[src/rtl/averager_pkg.sv]
// Shared types and helpers for the accumulating averager control path.
package averager_pkg;

    typedef enum logic [1:0] {
        IDLE  = 2'd0,
        ARMED = 2'd1,
        FIRST = 2'd2,
        ACCUM = 2'd3
    } state_t;

    localparam int unsigned ADDR_LSB_DEFAULT = 2;

    // Byte address of an accumulator word: sample index padded with lsb zero bits.
    function automatic logic [63:0] avg_addr(input logic [31:0] fast_count, input int unsigned lsb);
        return 64'(fast_count) << lsb;
    endfunction

endpackage

[src/rtl/averager_frame_counter.sv]
// Sample counter with end-of-frame detect and a latched frame length.
// The frame length only changes when the owner pulses latch.
module averager_frame_counter #(
    parameter int unsigned WIDTH = 13
) (
    input  logic             clk,
    input  logic             resetn,
    input  logic             clken,
    input  logic             latch,
    input  logic [WIDTH-1:0] count_max,
    output logic [WIDTH-1:0] fast_count,
    output logic             eof_c
);

    logic [WIDTH-1:0] count_max_reg;

    // Last sample of the current frame on a valid sample cycle.
    assign eof_c = clken && (fast_count == count_max_reg);

    // Free-running sample index and frame-length register.
    always_ff @(posedge clk or negedge resetn) begin
        if (!resetn) begin
            fast_count    <= '0;
            count_max_reg <= '1;
        end else if (clken) begin
            fast_count <= eof_c ? '0 : fast_count + WIDTH'(1);
            if (latch) begin
                count_max_reg <= count_max;
            end
        end
    end

endmodule

[src/rtl/averager_counter_v2.sv]
// Timing and control generator for the BRAM accumulating averager.
// Optional macro AVERAGER_COUNTER_RUN_CNT_EN adds a 32-bit completed-run counter.
module averager_counter_v2
    import averager_pkg::*;
#(
    parameter int unsigned FAST_COUNT_WIDTH = 13,
    parameter int unsigned SLOW_COUNT_WIDTH = 19,
    parameter int unsigned ADDR_LSB         = ADDR_LSB_DEFAULT
) (
    input  logic                               clk,
    input  logic                               resetn,
    input  logic                               clken,
    input  logic                               restart,
    input  logic                               continuous,
    input  logic [FAST_COUNT_WIDTH-1:0]        count_max,
    input  logic [SLOW_COUNT_WIDTH-1:0]        n_avg_max,
    output logic                               init,
    output logic                               wen,
    output logic                               ready,
    output logic [SLOW_COUNT_WIDTH-1:0]        n_avg,
    output logic                               overflow,
`ifdef AVERAGER_COUNTER_RUN_CNT_EN
    output logic [31:0]                        run_count,
`endif
    output logic [FAST_COUNT_WIDTH+ADDR_LSB-1:0] address
);

    localparam int unsigned SW     = SLOW_COUNT_WIDTH;
    localparam int unsigned SW1    = SLOW_COUNT_WIDTH + 1;
    localparam int unsigned ADDR_W = FAST_COUNT_WIDTH + ADDR_LSB;

    state_t                      state, state_n;
    logic [FAST_COUNT_WIDTH-1:0] fast_count;
    logic                        eof_c;
    logic                        latch_c;
    logic                        done_c;
    logic [SW-1:0]               done_cnt;
    logic [SW-1:0]               slow_count, slow_n;
    logic [SW1-1:0]              slow_inc;
    logic                        bounded;
    logic                        ovf_n;
    logic [SW-1:0]               n_avg_n;
    logic                        wen_n, init_n, ready_n;

    averager_frame_counter #(
        .WIDTH (FAST_COUNT_WIDTH)
    ) u_frame (
        .clk        (clk),
        .resetn     (resetn),
        .clken      (clken),
        .latch      (latch_c),
        .count_max  (count_max),
        .fast_count (fast_count),
        .eof_c      (eof_c)
    );

    assign address  = ADDR_W'(avg_addr(32'(fast_count), ADDR_LSB));
    // Extra bit keeps the all-ones + 1 case from aliasing onto n_avg_max == 0.
    assign slow_inc = {1'b0, slow_count} + SW1'(1);
    assign bounded  = (n_avg_max != '0);

    // Next-state, frame counting and output decode.
    always_comb begin
        state_n  = state;
        slow_n   = slow_count;
        ovf_n    = overflow;
        n_avg_n  = n_avg;
        latch_c  = 1'b0;
        done_c   = 1'b0;
        done_cnt = '0;
        if (clken) begin
            case (state)
                IDLE: begin
                    if (restart) begin
                        state_n = ARMED;
                    end
                end
                ARMED: begin
                    if (eof_c) begin
                        latch_c = 1'b1;
                        slow_n  = '0;
                        ovf_n   = 1'b0;
                        state_n = FIRST;
                    end
                end
                FIRST, ACCUM: begin
                    if (restart) begin
                        n_avg_n = slow_count;
                        state_n = ARMED;
                    end else if (eof_c) begin
                        if (state == FIRST) begin
                            slow_n = SW'(1);
                            if (n_avg_max == SW'(1)) begin
                                done_c   = 1'b1;
                                done_cnt = SW'(1);
                            end else begin
                                state_n = ACCUM;
                            end
                        end else if (bounded && (slow_inc == SW1'(n_avg_max))) begin
                            done_c   = 1'b1;
                            done_cnt = slow_inc[SW-1:0];
                        end else if (!bounded && (&slow_count)) begin
                            ovf_n = 1'b1;
                        end else begin
                            slow_n = slow_inc[SW-1:0];
                        end
                    end
                end
                default: state_n = IDLE;
            endcase
        end
        if (done_c) begin
            n_avg_n = done_cnt;
            if (continuous) begin
                state_n = FIRST;
                latch_c = 1'b1;
                slow_n  = '0;
                ovf_n   = 1'b0;
            end else begin
                state_n = IDLE;
                slow_n  = done_cnt;
            end
        end
        wen_n   = (state_n == FIRST) || (state_n == ACCUM);
        init_n  = (state_n == FIRST);
        ready_n = (state_n == IDLE);
    end

    // State, slow counter and registered outputs.
    always_ff @(posedge clk or negedge resetn) begin
        if (!resetn) begin
            state      <= IDLE;
            slow_count <= '0;
            overflow   <= 1'b0;
            n_avg      <= '0;
            wen        <= 1'b0;
            init       <= 1'b0;
            ready      <= 1'b1;
        end else begin
            state      <= state_n;
            slow_count <= slow_n;
            overflow   <= ovf_n;
            n_avg      <= n_avg_n;
            wen        <= wen_n;
            init       <= init_n;
            ready      <= ready_n;
        end
    end

`ifdef AVERAGER_COUNTER_RUN_CNT_EN
    // Completed runs only; aborts never reach done_c.
    always_ff @(posedge clk or negedge resetn) begin
        if (!resetn) begin
            run_count <= '0;
        end else if (done_c) begin
            run_count <= run_count + 32'd1;
        end
    end
`endif

endmodule
[config.mk]
export PLATFORM = sky130hd
export DESIGN_NAME = averager_counter_v2
export DESIGN_NICKNAME = d
export VERILOG_FILES = /design/src/rtl/averager_pkg.sv /design/src/rtl/averager_frame_counter.sv /design/src/rtl/averager_counter_v2.sv
export SDC_FILE = /design/constraint.sdc
export NUM_CORES = 1
export LEC_CHECK = 0
export ABC_AREA = 1
export BUFFER_PORTS_ARGS = -buffer_cell sky130_fd_sc_hd__clkbuf_2
export CORE_UTILIZATION = 45
export DETAILED_ROUTE_END_ITERATION = 8
export PLACE_DENSITY = 0.65
export SLEW_MARGIN = 20
export SYNTH_ARGS = -nofsm -noshare
export SYNTH_HDL_FRONTEND = slang
export SYNTH_HIERARCHICAL = 1
export SYNTH_SLANG_ARGS = --single-unit
[constraint.sdc]
create_clock -name clk -period 6.55 [get_ports clk]
set_input_delay 0.3275 -clock clk [delete_from_list [all_inputs] [get_ports clk]]
set_output_delay 0.3275 -clock clk [all_outputs]
set_load 0.1 [all_outputs]
==> impl_results.md <==
- Yosys synthesis warning count: 6
- PD cells: 260.9 mW/mm²
- Clock skew: 0.01007 ns
- Non-filler cells, final: 1052
- Hold Buf Count CTS: 0
- Wire length per cell: 14.46 µm
- Rows: 39
- Status: finished clean
- Final Hold Vio Count: 0
- # diodes: 0
- Clock Latency Late Sink: 0.34 ns
- DP HPWL: 11180 µm
- Drc violations: 0
- CP required: 6.81 ns
- Resized Gates After CTS: 0
- Count of cell types in the netlist: 38
- Startpoint types: flop
- WL final: 15220 µm
- Net count, final: 943
- Root buffer cell: clkbuf_16
- Setup Slack @ Placement: 2.354 ns
- DR vias/cell: 5.149
- Mapped Avg Cell Area: 6.283 µm²
- Initial Utilization: 46.30%
- Die Height: 110.6 µm
- Core Area: 0.01147 mm²
- Synthesized area: 0.005309 mm²
- DR vias: 5417
- Min Tclk post-route: 4.251 ns
- Io pins: 75
- Layout cells sized above 1: 16.61%
- Postcts setup bufs: 0
- Vias in the first global route: 5287
- Die Width: 110.6 µm
- Port bufs: 72
- CP arrival: 4.51 ns
- Worst hold path type: in -> async
- RSZ-0062 raised after global routing: false
- TritonCTS Buffers: 9
- Final setup violation count: 0
- Register area share after synthesis: 33.33%
- First-pass GRT wire length: 25360 µm
- Max-slew violation count: 0
- Top flop regs: n_avg: 19 flops, slow_count: 19 flops
- Crit end category: flop
- Period utilisation layout: 64.90%
- Synth Register Bits: 70
- Setup TNS: 0 ns
- Largest net degree at the start of global routing: 71
- Grt total ovfl: 0
- GRT Total Usage: 25.93%
- Max Freq: 235.3 MHz
- Max VDD drop: 325.8 µV
- Clock Path Buffers: 2
- Pleak: 3.239 nW
- Placed Cells: 1036
- Initial antenna violation count: 0
- Worst-Margin Slew: 1.002 ns
- H-tree levels: 3
- Area growth syn-to-layout: 13.27%
- Total power: 1.569 mW
- Most frequent cells in the layout: 319 x nand2_1, 103 x nor2_1, 102 x nand3_1, 82 x inv_1, 71 x clkbuf_2
- Most common cell after layout, fill and taps aside: nand2_1
- Max FO, Critical Path: 25
- DRT Pass-1 Iters: 6
- Synth Instances: 845
- CP Class: reg -> reg
- # clock sinks: 70
- Total die area: 0.01224 mm²
- RePlAce Congestion: 0.9487
- Max cap viols: 0
- Starting DRT DRC Count: 296
- Routed Antenna Nets: 0
- Setup ws final: 2.299 ns
- Clk slew on worst S/H paths: 0.06 ns
- Slew HR: 32.97%
- Reg2Reg Setup Slack: 2.30 ns
- CTS tree: built
## cells by family after synthesis
kind of cell             Yosys count  share of synthesized area [%]
other                              1                        0.07064
flip-flops                        70                          33.33
adder cells (fa/ha/maj)            2                         0.4713
multiplexers                       1                         0.2121
buffers and inverters            115                          9.356
XOR/XNOR                           7                          1.721
AND/OR/NAND/NOR                  594                          48.65
AO/OA/AOI/OAI                     55                          6.199
## worst paths after layout
check,start,end,cells after the start
max,state[1],u_frame/count_max_reg[0],8
min,resetn,u_frame/fast_count[11],1
max in group asynchronous,resetn,slow_count[11],1
min in group clk,count_max[8],u_frame/count_max_reg[8],3
min reg2reg,u_frame/count_max_reg[6],u_frame/count_max_reg[6],2
max reg2reg,state[1],u_frame/count_max_reg[0],8
## layout make-up
class | count | area (µm²)
fillers | 1207 | 5454
multi-input cells | 661 | 3047
flip-flops and latches | 70 | 1769
repair buffers | 72 | 362.8
inverters | 90 | 337.8
clock buffers | 11 | 232.7
well taps | 143 | 178.9
clock inverters | 5 | 85.08
## synth_stat cells, drive strengths merged
cell / number / area share [%]
a21boi: 1 / 0.35
o21bai: 3 / 0.49
conb: 1 / 0.071
xor2: 5 / 0.82
clkbuf: 4 / 0.28
o221ai: 1 / 0.17
nor3: 10 / 0.94
and2: 1 / 0.14
dfstp: 14 / 6.9
xor3: 2 / 0.90
nand2: 332 / 24
a22oi: 4 / 0.57
dfrtp: 56 / 26
buf: 21 / 2.7
nand3b: 5 / 0.71
inv: 88 / 6.2
nor2: 125 / 11
and3: 1 / 0.12
mux2: 1 / 0.21
o21ai: 26 / 2.5
ha: 2 / 0.47
nand4: 14 / 1.6
clkinv: 2 / 0.14
a21oi: 20 / 2.1
nand3: 106 / 10
## worst max-delay path, cell delays in order (launching register included)
cell      delay [ns]
dfrtp_1         0.87
clkinv_1        0.47
nor2_1          0.87
inv_1           0.51
nand2_2         0.23
nand3_1         0.19
nand2_1         0.11
nand2_1         0.45
mux2_2          0.46
## report_power, final
| group | internal [mW] | switching, mW |
|---|---|---|
| clock | 0.335 | 0.195 |
| combinational | 0.103 | 0.417 |
| sequential | 0.470 | 0.0491 |
| total | 0.908 | 0.661 |
## routing by layer
layer | vias to the layer above | wire (µm) | part of all wire (%) | global-route usage, %
li1 | 2776 | - | - | -
met1 | 2445 | 6598 | 43 | 32.22
met2 | 167 | 7228 | 48 | 42.77
met3 | 29 | 891 | 5.9 | 6.092
met4 | 0 | 497 | 3.3 | 11.47
met5 | - | 0 | 0 | 0
## per-stage QoR
stage	hold slack [ns]	instance area [µm²]	utilization, %
floorplan	0.03191	5313	-
global placement	0.4734	5695	49.67
detailed placement	0.4778	5695	49.67
CTS	0.1441	6013	52.44
global route	0.1953	6013	52.44
finish	0.1094	6013	52.44
(Power assumes the default switching activity.)
